===== src/rtl/twpm_wb_mailbox.sv =====
// twpm_wb_mailbox: Wishbone mailbox sharing one command RAM between WB and DP ports, with exec/complete handshake and W1C IRQs
module twpm_wb_mailbox #(
  parameter int          RAM_ADDR_WIDTH        = 11,
  parameter int          LOCALITY_WIDTH        = 4,
  parameter int          COMPLETE_PULSE_WIDTH  = 20,
  parameter logic [16:0] FPGA_RAM_BASE_ADDRESS = 17'h00800,
  parameter logic [31:0] DEFAULT_READ_VALUE    = 32'hBADFABAC
) (
  input  logic                      WB_CLK,
  input  logic                      WB_RST,
  input  logic [16:0]               WBs_ADR,
  input  logic                      WBs_CYC,
  input  logic                      WBs_STB,
  input  logic                      WBs_WE,
  input  logic [3:0]                WBs_BYTE_STB,
  input  logic [31:0]               WBs_WR_DAT,
  output logic [31:0]               WBs_RD_DAT,
  output logic                      WBs_ACK,
  input  logic                      exec_i,
  input  logic                      abort_i,
  input  logic [3:0]                op_type_i,
  input  logic [LOCALITY_WIDTH-1:0] locality_i,
  input  logic [RAM_ADDR_WIDTH-1:0] buf_len_i,
  input  logic [RAM_ADDR_WIDTH-1:0] dp_addr_i,
  input  logic                      dp_wr_i,
  input  logic [7:0]                dp_data_i,
  output logic [7:0]                dp_data_o,
  output logic [RAM_ADDR_WIDTH-3:0] ram_addr_o,
  output logic [31:0]               ram_wd_o,
  output logic [3:0]                ram_wen_o,
  input  logic [31:0]               ram_rd_i,
  output logic                      exec_o,
  output logic                      complete_o,
  output logic                      irq_o
);
  localparam int AW = RAM_ADDR_WIDTH;
  localparam int CW = $clog2(COMPLETE_PULSE_WIDTH + 1);
  typedef enum logic [1:0] {IDLE, CMD, DONE} state_t;
  state_t state_q, state_d;
  logic [CW-1:0] cnt_q, cnt_d;
  logic [3:0] op_q, op_d, sts_q, sts_d, en_q, en_d;
  logic [LOCALITY_WIDTH-1:0] loc_q, loc_d;
  logic [AW-1:0] len_q, len_d;
  logic [31:0] rd_q, rd_d, reg_rd;
  logic [1:0] lane_q;
  logic exec_q, ack_q, rp_q, rden_q, dpd_q;
  logic owner, req, in_ram, ram_req, reg_req, reg_wr, cmpl_wr, rise, unused;
  logic [14:0] wa;
  assign unused = ^WBs_ADR[1:0];
  assign owner = state_q == CMD;
  // no new request while a read is pending or its ACK is on the bus
  assign req = WBs_CYC & WBs_STB & ~ack_q & ~rp_q;
  assign in_ram = WBs_ADR[16:AW] == FPGA_RAM_BASE_ADDRESS[16:AW];
  assign wa = WBs_ADR[16:2];
  assign ram_req = req & in_ram;
  assign reg_req = req & ~in_ram;
  assign reg_wr = reg_req & WBs_WE;
  assign cmpl_wr = reg_wr & (wa == 15'h10);
  assign rise = exec_i & ~exec_q;
  assign exec_o = owner;
  assign complete_o = cnt_q != '0;
  assign irq_o = |(sts_q & en_q);
  assign WBs_RD_DAT = rd_q;
  assign WBs_ACK = ack_q;
  assign ram_addr_o = owner ? WBs_ADR[AW-1:2] : dp_addr_i[AW-1:2];
  assign ram_wd_o = owner ? WBs_WR_DAT : {4{dp_data_i}};
  assign ram_wen_o = WB_RST ? 4'b0 : owner ? ({4{ram_req & WBs_WE}} & WBs_BYTE_STB)
                                           : ({4{dp_wr_i}} & (4'b1 << dp_addr_i[1:0]));
  assign dp_data_o = WB_RST ? 8'h00 : dpd_q ? 8'hFF : ram_rd_i[{lane_q, 3'b000} +: 8];
  always_comb begin
    reg_rd = wa == 15'h0  ? {28'b0, state_q == DONE, abort_i, exec_o, complete_o} :
             wa == 15'h1  ? {28'b0, op_q} :
             wa == 15'h2  ? 32'(loc_q) :
             wa == 15'h3  ? 32'(len_q) :
             wa == 15'h4  ? {28'b0, sts_q} :
             wa == 15'h5  ? {28'b0, en_q} :
             wa == 15'h10 ? 32'b0 : DEFAULT_READ_VALUE;
  end
  always_comb begin
    state_d = state_q;
    cnt_d = cnt_q;
    op_d = op_q;
    loc_d = loc_q;
    len_d = len_q;
    if (state_q == IDLE && rise) begin
      state_d = CMD;
      op_d = op_type_i;
      loc_d = locality_i;
      len_d = buf_len_i;
    end
    if (state_q == CMD && cmpl_wr) begin
      state_d = DONE;
      cnt_d = CW'(COMPLETE_PULSE_WIDTH);
    end
    if (state_q == DONE) begin
      cnt_d = cnt_q - CW'(1);
      if (cnt_q == CW'(1)) state_d = IDLE;
    end
  end
  // clear first, then OR in this cycle's events so a same-cycle set survives W1C
  always_comb begin
    sts_d = (sts_q & ~({4{reg_wr & (wa == 15'h4)}} & WBs_WR_DAT[3:0]))
          | {ram_req & ~owner, cmpl_wr & ~owner, abort_i & owner, rise & (state_q == IDLE)};
    en_d = (reg_wr & (wa == 15'h5)) ? WBs_WR_DAT[3:0] : en_q;
    rd_d = reg_req ? reg_rd : rp_q ? (rden_q ? DEFAULT_READ_VALUE : ram_rd_i) : rd_q;
  end
  always_ff @(posedge WB_CLK or posedge WB_RST) begin
    if (WB_RST) begin
      state_q <= IDLE;
      cnt_q <= '0;
      op_q <= '0;
      loc_q <= '0;
      len_q <= '0;
      sts_q <= '0;
      en_q <= '0;
      rd_q <= '0;
      exec_q <= 1'b0;
      ack_q <= 1'b0;
      rp_q <= 1'b0;
      rden_q <= 1'b0;
      lane_q <= '0;
      dpd_q <= 1'b0;
    end else begin
      state_q <= state_d;
      cnt_q <= cnt_d;
      op_q <= op_d;
      loc_q <= loc_d;
      len_q <= len_d;
      sts_q <= sts_d;
      en_q <= en_d;
      rd_q <= rd_d;
      exec_q <= exec_i;
      ack_q <= reg_req | (ram_req & WBs_WE) | rp_q;
      rp_q <= ram_req & ~WBs_WE;
      rden_q <= ~owner;
      lane_q <= dp_addr_i[1:0];
      dpd_q <= owner;
    end
  end
endmodule


===== config.mk =====
export PLATFORM = sky130hd
export DESIGN_NAME = twpm_wb_mailbox
export DESIGN_NICKNAME = d
export VERILOG_FILES = /design/src/rtl/twpm_wb_mailbox.sv
export SDC_FILE = /design/constraint.sdc
export NUM_CORES = 1
export LEC_CHECK = 0
export ABC_AREA = 1
export BUFFER_PORTS_ARGS = -buffer_cell sky130_fd_sc_hd__buf_2
export CAP_MARGIN = 0
export CORE_AREA = 2 2 106 108
export CTS_CLUSTER_DIAMETER = 80
export DETAILED_ROUTE_END_ITERATION = 7
export DIE_AREA = 0 0 108 110
export HOLD_SLACK_MARGIN = 0.1
export PLACE_DENSITY = 0.88
export SLEW_MARGIN = 25
export SYNTH_ARGS = -nofsm -noshare
export SYNTH_HDL_FRONTEND = slang
export SYNTH_SLANG_ARGS = --single-unit

===== constraint.sdc =====
create_clock -name WB_CLK -period 2.5 [get_ports WB_CLK]
set_input_delay 0.25 -clock WB_CLK [delete_from_list [all_inputs] [get_ports WB_CLK]]
set_output_delay 0.25 -clock WB_CLK [all_outputs]
set_load 0.005 [all_outputs]

# == After elaboration in Yosys (flattened, before gate mapping) ==
# Index checks and enable logic that the tools add are counted.
# classes
n_addsub,1
n_reduce_logical,8
n_mux,22
eq_ne,10
bitwise_logic,31
shifts,2
# op_table
operator,n
2-to-1 mux 32 bit,11
indexed part select 32 x 6 -> 8 bit,1
"== test 15 x 2 -> 1 bit, second input constant",2
"== test 15 x 3 -> 1 bit, second input constant",2
bitwise AND 4 bit,5
bitwise AND 1 bit,16
2-to-1 mux 8 bit,2
"== test 15 x 1 -> 1 bit, second input constant",1
"== test 15 x 5 -> 1 bit, second input constant",1
zero test 15 bit,1
2-to-1 mux 5 bit,2
2-to-1 mux 9 bit,1
2-to-1 mux 2 bit,4
2-to-1 mux 4 bit,2
"== test 6 x 1 -> 1 bit, second input constant",1
inverter 1 bit,6
"== test 5 x 1 -> 1 bit, second input constant",1
nonzero test 5 bit,1
"subtractor 5 x 1 -> 5 bit, second input constant",1
inverter 4 bit,1
bitwise OR 4 bit,1
nonzero test 2 bit,2
OR reduction 4 bit,1
"left shift 1 x 2 -> 4 bit, first input constant",1
5 further kinds,7
# word_totals
ff_bits,73
inputBits,131
word_cells,88

# == Logic depth before layout (Yosys ltp) ==
# depth
word_depth,10
ltp_mapped,12
mapped_depth_nobuf,12

# == Least setup slack after synthesis ==
# OpenSTA, ideal clock, no wires.
# synth_timing
kind,input to output
startpoint,input port WB_RST
endpoint,output port dp_data_o[0]
t_arrival_ns,2.381
setup_slack_ns,-0.131
required_time_ns,2.250
cell_stages,3
cell_sequence,clkinv_1 -> nand2_1 -> inv_1
# synth_between
elab_chain_cells,1
# synth_rtl
item,line,rtl
"start, declared",10,"input logic WB_RST,"
2-to-1 mux 8 bit,69,"assign dp_data_o = WB_RST ? 8'h00 : dpd_q ? 8'hFF : ram_rd_i[{lane_q, 3'b000} +: 8];"
"end, declared",27,"output logic [7:0] dp_data_o,"
# No other way between the ends.

# == Final worst setup path ==
# layout_timing
startpoint,register rp_q
endpoint,output port ram_wen_o[3]
# layout_between
elab_chain_cells,7
# layout_rtl
item,line,rtl
"start, declared",46,"logic exec_q, ack_q, rp_q, rden_q, dpd_q;"
"start signal, assigned",134,rp_q <= ram_req & ~WBs_WE;
inverter 1 bit,52,assign req = WBs_CYC & WBs_STB & ~ack_q & ~rp_q;
bitwise AND 1 bit,52,
bitwise AND 1 bit,55,assign ram_req = req & in_ram;
bitwise AND 1 bit,67,assign ram_wen_o = WB_RST ? 4'b0 : owner ? ({4{ram_req & WBs_WE}} & WBs_BYTE_STB)
bitwise AND 4 bit,67,
2-to-1 mux 4 bit (2 in series),67,
"end, declared",30,"output logic [3:0] ram_wen_o,"
# No other way between the ends.

==> results summary <==
The flow ran to the end, and the final reports show no timing, DRC or antenna violations. TritonCTS built the clock tree. The worst setup path is of the flip-flop to output pin kind. By area the synthesized netlist is led by dfrtp_1, nand2_1, o21ai_0. The switching power came out at ~0.00082 W. The fraction of layout cells with a size suffix above 1 came out at 0.361. The areal power density over the cells is ~480 nW/um^2.

The number of failing hold endpoints at the final stage came out at 0. The slowest cell on the critical path is dfrtp_1. The critical path goes through nor2_1 > nand3_2 > nor2_1 > nand2_1 > inv_1 > nand3_1 > a21oi_1 > buf_2. The proportion of power drawn by combinational gates is 0.188. For the worst-skew pair, the clock arrives at the later sink with an insertion delay of roughly 0.35 ns. The internal power of the cells totals 0.00198 W. Port buffering added 217 buffers.

The DRC violation total after the first TritonRoute iteration is around 300. The clock transition at the registers of the reported paths came out at around 0.09 ns. The net count reported at finish came out at between 900 and 1000.

The time the final worst path needs with I/O delays and setup came out at between 2 and 2.5 ns. After synthesis, the most frequently instantiated cells are nand2_1, dfrtp_1, o21ai_0. The required time of the critical path came out at approximately 2.3 ns.

The detailed-route via count came out at 4764. The number of setup violations in the final report is 0. The number of warnings reported in the yosys synthesis log came out at 0. Setup repair after global routing left no endpoint under its margin.

In the routed design, unresolved DRC markers number 0. The I/O pin count came out at between 200 and 250. The number of antenna violations at the first check in global routing is 0.

The transition at the pin with the smallest max-transition slack came out at slightly above 0.7 ns. Of the total power, registers draw 0.464. The global-route wire length before repair is about 21 mm. The final wirelength is about 14 mm. Measured on the finished design, the core utilization comes to 0.545. The relative area change from synthesis to final layout is 33.2%. The number of H-tree levels is 3. The min-delay analysis places its worst path in the category primary input to flip-flop. The count of buffer and inverter cells on the critical path came out at 2. The number of antenna diodes came out at 0.

The average size of a mapped cell is 7.46 sq um. Of all nets on the critical path, the largest fanout is 4. Of the total power, the share spent switching nets is 0.294. The first TritonRoute pass finished after 6 iterations. The count of placed standard cells including taps came out at a little over 900. Across the run, the number of max-cap violations was 0. In this run, synthesis produced a sequential element count of 73. The final-layout fill cell count came out at 1052.

The share of power burned in the clock network is 0.348. In this run the horizontal extent of the chip is between 100 and 150 microns. The floorplan core area is around 11000 sq um. Across every metal layer, demand over resource in global routing totals 0.223. Clock tree synthesis inserted a total of 9 buffers. The number of instances resized during post-cts repair came out at 0.

The worst max-slew margin expressed relative to the limit came out at 0.525. The number of pins exceeding their max-slew limit in the final report is 0. After global routing the overflow that remains totals 0. The routed via count divided by cell count came out at between 5 and 6. Of all cell types, the one taking the most synthesized area is dfrtp_1.

Excluding fillers, the count of instances in the completed layout stands at approximately 950. The vertical die dimension is 110 microns. In this run the static leakage power is ~3.2 nW. The sequential cell area fraction in the yosys report came out at 0.417. The average wire per cell in the routed design came out at 14.3 microns.

The setup clock skew after layout is ~0.012 ns. The HPWL reported at the end of detailed placement came out at between 10 and 15 mm. After routing, the total negative slack on setup checks comes to 0 ns. The number of rows created at floorplan is 38.

CTS placed an instance of clkbuf_8 at the clock tree root. The post-detailed-route count of antenna-violating nets is 0. The number of enable-type register cells in the synthesized netlist is 0.

STA classifies the critical path endpoint as an output pin. The main flop type after synthesis is dfrtp_1. The dominant cell type by count on the critical path is nor2_1.

Data on the critical path arrives at its endpoint at about 1.9 ns. The maximum vdd drop came out at about 0.00023 V. The weighted congestion reported at the end of routability-driven placement is slightly below 0.9.

The number of buffers between clock root and the deepest sink came out at 2. The effective utilization at floorplan is 0.409. Of the post-synthesis cell area, the dominant cell type holds 0.417. The number of nets produced by synthesis came out at 720. The overall die area is around 12000 sq um. The ratio of final minimum period to clock period came out at 0.851. The post-synthesis cell type count came out at 36.

Grouping stages by cell kind, the critical path spends the most delay in simple AND/OR/NAND/NOR gates. The pin count of the biggest net entering global routing came out at 53. Overall power consumption after layout is estimated at ~0.0028 W. In this design, the stage delay of the slowest critical-path cell is 0.41 ns. The most common cell in the netlist is nand2_1. The number of instances in the synthesized netlist came out at about 600. The via count of the first global-routing pass came to between 4000 and 5000.

The area of the mapped netlist is between 4000 and 5000 sq um. The count of clock tree sinks is 73. Static timing analysis puts the maximum clock frequency at around 470 MHz. The proportion of register bits with asynchronous set or reset after synthesis is 1.00.

The kind of launch point of the worst setup path is a flip-flop.
[power groups by stage]
| stage | Sequential (W) | Clock, W | Combinational (W) |
|---|---|---|---|
| floorplan | 0.00133 | 0 | 0.000231 |
| global placement | 0.00132 | 0 | 0.000510 |
| detailed placement | 0.00132 | 0 | 0.000521 |
| CTS | 0.00130 | 0.00100 | 0.000529 |
| global route | 0.00131 | 0.00104 | 0.000588 |
| finish | 0.00130 | 0.000974 | 0.000525 |
[placed cells by master (no fill, tap or decap), types with 3 or more instances in the layout]
cell and n:
o21ai_0 70, buf_4 6, nand2_2 7, nand4_1 7
mux2_2 13, nor2_8 3, a31oi_1 5, buf_2 217
nor2_1 66, a21oi_1 29, dlygate4sd3_1 5, inv_2 7
nand3_2 4, o221ai_1 4, nand3_1 26, a21oi_2 10
o211ai_1 8, clkbuf_8 9, nand2_1 150, dfrtp_1 73
nor2_2 3, inv_1 60
[metal layers]
metal	up-vias	global-route usage	share of wire
met2	253	0.386	0.49
met1	2129	0.282	0.41
met5	-	0	0
met3	34	0.0282	0.071
li1	2348	-	-
met4	0	0.0925	0.026
[state kept, by name (all words and copies together), names as in the netlist]
register and flops:
len_q 11, cnt_q 5, dpd_q 1, lane_q 2
en_q 4, WBs_ACK 1, sts_q 4, op_q 4
rp_q 1, exec_q 1, rden_q 1, state_q 2
WBs_RD_DAT 32, loc_q 4
[final cells by class]
cell class                      instances  area (sq um)  area share
Tap cell                              140           175      0.0300
Sequential cell                        73          1830       0.313
Multi-Input combinational cell        424          2190       0.375
Clock buffer                           10           128      0.0219
Inverter                               68           256      0.0440
Clock inverter                          6          75.1      0.0129
Timing Repair Buffer                  228          1180       0.203
[metrics by stage]
step,instance area (sq um),hold slack (ns),worst slack (ns)
detailed placement,5580,0.319,0.678
CTS,5830,0.106,0.365
floorplan,4380,0.281,0.869
global placement,5580,0.317,0.708
finish,5830,0.122,0.373
global route,5830,0.103,0.212
[path summary, 6_finish.rpt]
kind	startpoint	endpoint	slack, ns	depth (start not counted)
max in group asynchronous	WB_RST	sts_q[1]$_DFF_PP0_	0.97	4
setup reg to reg	rp_q$_DFF_PP0_	WBs_RD_DAT[6]$_DFFE_PP0P_	0.77	7
setup / recovery	rp_q$_DFF_PP0_	ram_wen_o[3]	0.37	8
min in group asynchronous	WB_RST	WBs_RD_DAT[28]$_DFFE_PP0P_	0.49	3
hold / removal	buf_len_i[9]	len_q[9]$_DFFE_PP0P_	0.12	2
hold reg to reg	WBs_RD_DAT[0]$_DFFE_PP0P_	WBs_RD_DAT[0]$_DFFE_PP0P_	0.49	2
[repair_timing]
item / 4_1_cts / 5_1_grt
endpoints found under the setup margin: 0 / 0
buffers inserted: 0 / 0
hold endpoints to repair: 25 / 0
hold buffers: 5 / 0
[cell families after synthesis]
family                   synth area share
flip-flops                          0.417
AO/OA/AOI/OAI                       0.177
buffers and inverters              0.0834
multiplexers                       0.0334
adder cells (fa/ha/maj)           0.00571
AND/OR/NAND/NOR                     0.281
XOR/XNOR                          0.00200
Power figures use the tool's default switching activity.
